`config.mk`:
```
export PLATFORM = sky130hd
export DESIGN_NAME = c1_port_rx
export DESIGN_NICKNAME = d
export VERILOG_FILES = /design/src/rtl/c1_pkg.sv /design/src/rtl/c1_fifo.sv /design/src/rtl/c1_port_rx.sv
export SDC_FILE = /design/constraint.sdc
export NUM_CORES = 1
export LEC_CHECK = 0
export CAP_MARGIN = 25
export CORE_UTILIZATION = 35
export DETAILED_ROUTE_END_ITERATION = 16
export PLACE_DENSITY = 0.52
export SLEW_MARGIN = 20
export SYNTH_ARGS = -nofsm -noshare
export SYNTH_HDL_FRONTEND = slang
export SYNTH_SLANG_ARGS = --single-unit
export TNS_END_PERCENT = 20
```
`constraint.sdc`:
```
create_clock -name clk -period 23.3 [get_ports clk]
set_input_delay 2.33 -clock clk [delete_from_list [all_inputs] [get_ports clk]]
set_output_delay 2.33 -clock clk [all_outputs]
set_load 0.01 [all_outputs]
```
`src/rtl/c1_pkg.sv`:
```
// Shared types and defaults for the c1 inter-core link blocks.
package c1_pkg;

    typedef bit [63:0] word_t;

    localparam int C1_PORT_DEPTH = 4;

    // Used to tag each link instance with the side of the core it serves.
    typedef enum logic [1:0] {
        NORTH = 2'd0,
        SOUTH = 2'd1,
        WEST  = 2'd2,
        EAST  = 2'd3
    } port_dir_e;

endpackage

```
`src/rtl/c1_fifo.sv`:
```
// Register-based FIFO with separate occupancy count and a combinational head word.
module c1_fifo
    import c1_pkg::*;
#(
    parameter int DEPTH = C1_PORT_DEPTH,
    parameter int WIDTH = $bits(word_t),
    localparam int PW = $clog2(DEPTH),
    localparam int CW = $clog2(DEPTH) + 1
) (
    input  logic             clk,
    input  logic             rst,
    input  logic             push,
    input  logic [WIDTH-1:0] push_dat,
    input  logic             pop,
    output logic [WIDTH-1:0] head,
    output logic [CW-1:0]    count,
    output logic             full,
    output logic             empty
);

    logic [WIDTH-1:0] mem [DEPTH];
    logic [PW-1:0]    wr_ptr;
    logic [PW-1:0]    rd_ptr;
    logic             do_push;
    logic             do_pop;

    assign full    = (count == CW'(DEPTH));
    assign empty   = (count == '0);
    assign do_push = push && !full;
    assign do_pop  = pop && !empty;
    assign head    = mem[rd_ptr];

    // Storage is cleared on reset so the head reads zero straight out of reset.
    always_ff @(posedge clk or posedge rst) begin
        if (rst) begin
            for (int i = 0; i < DEPTH; i++) begin
                mem[i] <= '0;
            end
            wr_ptr <= '0;
            rd_ptr <= '0;
            count  <= '0;
        end else begin
            if (do_push) begin
                mem[wr_ptr] <= push_dat;
                wr_ptr      <= wr_ptr + 1'b1;
            end
            if (do_pop) begin
                rd_ptr <= rd_ptr + 1'b1;
            end
            case ({do_push, do_pop})
                2'b10:   count <= count + 1'b1;
                2'b01:   count <= count - 1'b1;
                default: count <= count;
            endcase
        end
    end

endmodule

```
`src/rtl/c1_port_rx.sv`:
```
// Receive end of a c1 neighbour link: buffers pushed words for the local core,
// flags reads from an empty port and latches a sticky overflow on dropped writes.
module c1_port_rx
    import c1_pkg::*;
#(
    parameter int DEPTH = C1_PORT_DEPTH,
    parameter int WIDTH = $bits(word_t)
) (
    input  logic                     clk,
    input  logic                     rst,
    input  logic [WIDTH-1:0]         link_dat,
    input  logic                     link_we,
    output logic                     link_rdy,
    input  logic                     core_re,
    output logic [WIDTH-1:0]         core_dat,
    output logic                     core_valid,
    output logic                     core_stall,
    output logic [$clog2(DEPTH):0]   count,
    output logic                     ovf
);

    logic full;
    logic empty;
    logic push;
    logic pop;

    // Ready and valid come only from registered occupancy: no same-cycle bypass.
    assign link_rdy   = !full;
    assign core_valid = !empty;
    assign core_stall = core_re && empty;
    assign push       = link_we && link_rdy;
    assign pop        = core_re && core_valid;

    c1_fifo #(
        .DEPTH (DEPTH),
        .WIDTH (WIDTH)
    ) u_fifo (
        .clk      (clk),
        .rst      (rst),
        .push     (push),
        .push_dat (link_dat),
        .pop      (pop),
        .head     (core_dat),
        .count    (count),
        .full     (full),
        .empty    (empty)
    );

    always_ff @(posedge clk or posedge rst) begin
        if (rst) begin
            ovf <= 1'b0;
        end else if (link_we && !link_rdy) begin
            ovf <= 1'b1;
        end
    end

endmodule

```
# Yosys cells after proc, flatten, opt, wreduce, memory -nomap -nowiden
# Cells that the tools add are included.
[totals]
ff_bits = 264
inputBits = 68
output_inout_bits = 71
[op_classes]
add_sub_neg = 4
magnitude_cmp = 3
n_eq_ne = 3
muxes = 7
n_bitwise = 2
n_reduce_logical = 11
[ops]
columns = ["op", "count"]
rows = [
  ["bitwise mux 256 bit", 1],
  ["two-way mux 64 bit", 3],
  ["binary-select mux 64 bit (select 2 bit)", 1],
  ["demux 64 bit (select 2 bit)", 1],
  ["logical AND 1 bit", 7],
  ["greater-or-equal comparator 3 bit, second input constant", 2],
  ["inverter 2 -> 3 bit", 2],
  ["case mux 3 bit (2 select lines)", 1],
  ["adder 2 x 1 -> 2 bit, second input constant", 2],
  ["adder 3 x 1 -> 3 bit, second input constant", 1],
  ["== test 3 bit, second input constant", 1],
  ["zero test 3 bit", 1],
  ["less-than comparator 3 x 1 -> 1 bit, second input constant", 1],
  ["subtractor 3 x 1 -> 3 bit, second input constant", 1],
  ["== test 2 x 1 -> 1 bit, second input constant", 1],
  ["== test 2 bit, second input constant", 1],
  ["zero test 1 bit", 2],
  ["nonzero test 2 bit", 1],
]

# Depth between registers and ports, before layout
[depth]
ltp_word = 6
depth_mapped = 8
ltp_nobuf = 8

# By module
# Synthesis repeated with hierarchy kept, for this count alone.
[hier_totals]
hier_cells = 663
area_unflattened_um2 = 11613.6
[by_module_without_submodules]
columns = ["module", "instances", "cells_each", "area_per_inst_um2"]
rows = [
  ["c1_fifo", 1, 655, 11551.1],
  ["c1_port_rx", 1, 8, 62.6],
]

# Worst setup path before layout
# No wires, ideal clock.
[synth_timing]
kind = "input port to output port"
start = "input port core_re"
end = "output port core_stall"
t_arrival_ns = 2.521
slack_ns = 18.449
path_stages = 2
cell_sequence = "inv_1 -> nor2_1"
[synth_via]
elab_chain_cells = 1
[synth_lines]
columns = ["element", "line", "source"]
rows = [
  ["start, declared", "c1_port_rx.sv:14", "input logic core_re,"],
  ["logical AND 1 bit", "c1_port_rx.sv:30", "assign core_stall = core_re && empty;"],
  ["end, declared", "c1_port_rx.sv:17", "output logic core_stall,"],
]
# No other way between the ends.

# Worst setup path after layout
# Ends and elaborated chain as after synthesis.

==> summary.md <==
| Metric | Value |
|---|---|
| Status | `complete, no violations` |
| Seq/Total Area, Yosys | `0.570` |
| Arrival time worst endpoint | `3.49 ns` |
| Placer Congestion | `0.705` |
| CP Capture Type | `primary output` |
| Mapped Cells | `660` |
| Delay-heaviest family, CP | `buffers and inverters` |
| Synthesized cell area | `roughly 12,000 um2` |
| Via Count | `6,341` |
| DP HPWL | `16,100 um` |
| Vias in the first global route | `7,366` |
| First drt pass iteration count | `4` |
| Die width | `184 um` |
| Global-route wire length before repair | `41,900 um` |
| Setup Buffers After CTS | `0` |
| Worst endpoint required time | `20.97 ns` |
| Placed cell count | `1,214` |
| Max Fanout on Critical Path | `2` |
| Syn_nets | `~730` |
| Hold/Removal Path Class | `reg -> reg` |
| Most frequent cell on the critical path | `clkdlybuf4s50_1` |
| Initial antenna violation count | `0` |
| Post-CTS resize count | `0` |
| Total Power | `~2.3 mW` |
| Site row count | `66` |
| CTS tree | `yes` |
| Area Growth Syn to Fin | `24.0%` |
| Reg2reg setup slack | `20.68 ns` |
| RSZ-0062 raised after global routing | `no` |
| Synth Register Bits | `between 200 and 300` |
| Layout Nets | `880` |
| Synthesized area per cell | `17.6 um2` |
| Final Setup Violations | `0` |
| Global route overflow | `0` |
| # hold bufs at CTS | `0` |
| Largest net degree at the start of global routing | `130` |
| Port bufs | `about 140` |
| Critical Path Max Stage Delay | `0.54 ns` |
| Fmax | `172 MHz` |
| Smallest hold slack | `0.463 ns` |
| CP max-delay cell | `clkdlybuf4s50_1` |
| Area after DPL | `13,300 um2` |
| Cts bufs inserted | `31` |
| Synth warn | `0` |
| CTS root buf | `clkbuf_16` |
| Commonest non-fill, non-tap cell in the layout | `dfrtp_1` |
| Avg WL per Cell | `20.5 um` |
| Tcrit/Tclk final | `0.250` |
| Worst vdd ir | `between 0.07 and 0.08 mV` |
| ANT nets after route | `0` |
| Slew HR | `0.397` |
| CTS sink count | `roughly 260` |
| DR WL met3 | `1030 um` |
| Worst skew pair latency | `0.54 ns` |
| Layout Skew | `between 0.01 and 0.015 ns` |
| Tightest Pin Transition | `0.904 ns` |
| Die Y | `about 180 um` |
| Die area | `about 34,000 um2` |
| Distinct cells, synth | `22` |
| 1st-iter DRT viols | `212` |
| Critical path class | `in -> out` |
| Number of diodes | `0` |
| Most frequent cells in the layout | `dfrtp_1 (262), mux2_2 (257), clkdlybuf4s50_1 (138)` |
| Maxcap violations | `0` |
| Top Ports | `139` |
| GRT Resource Usage Total | `0.160` |
| Post-place setup slack | `~17 ns` |
| Reg clk slew, reported paths | `0.06 ns` |
| Core ar. | `32,500 um2` |
| Layout cell share with drive strength beyond 1 | `0.467` |
| Max clock buf depth | `3` |
| Final Slew Violations | `0` |
| Vias/cell | `4.99` |
| Final worst slack | `17.48 ns` |
| Final core occ | `0.442` |
| Startpoint Class | `input pin` |
| DRT met1 WL | `11,000 um` |
| Pwr/cell area | `161 nW/um2` |
| Top sig layer | `met4` |
| Lkg Pwr | `5.78 nW` |
| Post-route cell area | `14,400 um2` |
| Post-route minimum period | `5.82 ns` |
| Sum of negative setup slack | `0 ns` |
| Initial Util | `0.356` |
| WL met2 | `between 10,000 and 15,000 um` |
| Non-Filler Instances | `1,270` |
| Fin. Hold Viols | `0` |
| CP cell instances | `clkdlybuf4s50_1, inv_1, nor2_1, clkdlybuf4s50_1` |
| H-tree depth | `1` |
| CP bufs+invs | `3` |
| DRC viols | `0` |
| Total Routed Length | `26,100 um` |
## final timing paths
check / cells past startpoint / startpoint / to
worst max register to register: 8 / u_fifo.count[1]$_DFFE_PP0P_ / u_fifo.count[2]$_DFFE_PP0P_
worst min register to register: 1 / ovf$_DFFE_PP0P_ / ovf$_DFFE_PP0P_
max in group asynchronous: 5 / rst / u_fifo.mem[145]$_DFFE_PP0P_
min in group asynchronous: 2 / rst / u_fifo.mem[187]$_DFFE_PP0P_
worst min-delay path: 1 / ovf$_DFFE_PP0P_ / ovf$_DFFE_PP0P_
worst max-delay path: 4 / core_re / core_stall
## cells by family (layout without fill, tap and decap cells)
family                     count (synthesis)  after routing  share of synthesized area
AOI/OAI and AO/OA                          2              2                    0.00140
xor gates and xnor gates                   6              6                    0.00453
muxes                                    322            322                      0.375
and+or+nand+nor                           14             14                    0.00658
adders and majority gates                  6              6                    0.00712
DFF                                      264            264                      0.570
buffers and inverters                     46            214                     0.0356
## final cells by class
cell class | instances | area (um2)
well taps | 442 | 553
clock inverters | 4 | 70.1
flip-flops and latches | 264 | 6610
multi-input cells | 350 | 4590
inverters | 8 | 37.5
clock buffers | 51 | 951
fillers | 2895 | 18200
repair buffers | 151 | 1560
## state kept, by name, indices dropped and copies added (netlist names)
name and count:
u_fifo.wr_ptr 2, u_fifo.rd_ptr 2, u_fifo.mem 256, ovf 1
u_fifo.count 3
## cell usage after synthesis
cell type  count  area, um2
dfrtp_1      264       6610
mux2_2       257       2890
mux4_2        64       1440
clkbuf_8      20        275
buf_2          8       40.0
inv_1          8       30.0
clkbuf_1       5       18.8
ha_1           5       62.6
nand2_1        5       18.8
buf_6          4       45.0
nor2_2         4       25.0
xnor2_1        3       26.3
xor2_1         3       26.3
nor2_1         2       7.51
a21o_1         1       7.51
buf_1          1       3.75
fa_1           1       20.0
mux2i_1        1       10.0
nand2b_1       1       6.26
nor3b_2        1       12.5
o31a_1         1       8.76
or3_1          1       6.26
## per-layer routing
metal | track usage | vias up
met5 | 0 | -
li1 | - | 2752
met1 | 0.201 | 3434
met4 | 0.0373 | 0
met2 | 0.284 | 113
met3 | 0.0281 | 42
## worst reg2reg max path, delay by kind of cell, from the launching register on
kind                     cells  cell delay [ns]
adder cells (fa/ha/maj)      2             0.58
XOR/XNOR                     2             0.30
flip-flops                   1             0.44
AND/OR/NAND/NOR              3             1.11
buffers and inverters        1             0.07
## power breakdown
| group | internal, mW | switching [mW] | leakage, nW | total (mW) |
|---|---|---|---|---|
| clock | 0.296 | 0.180 | 0.502 | 0.477 |
| combinational | 0.627 | 0.360 | 2.15 | 0.988 |
| sequential | 0.698 | 0.151 | 3.12 | 0.849 |
(Power assumes the default switching activity.)
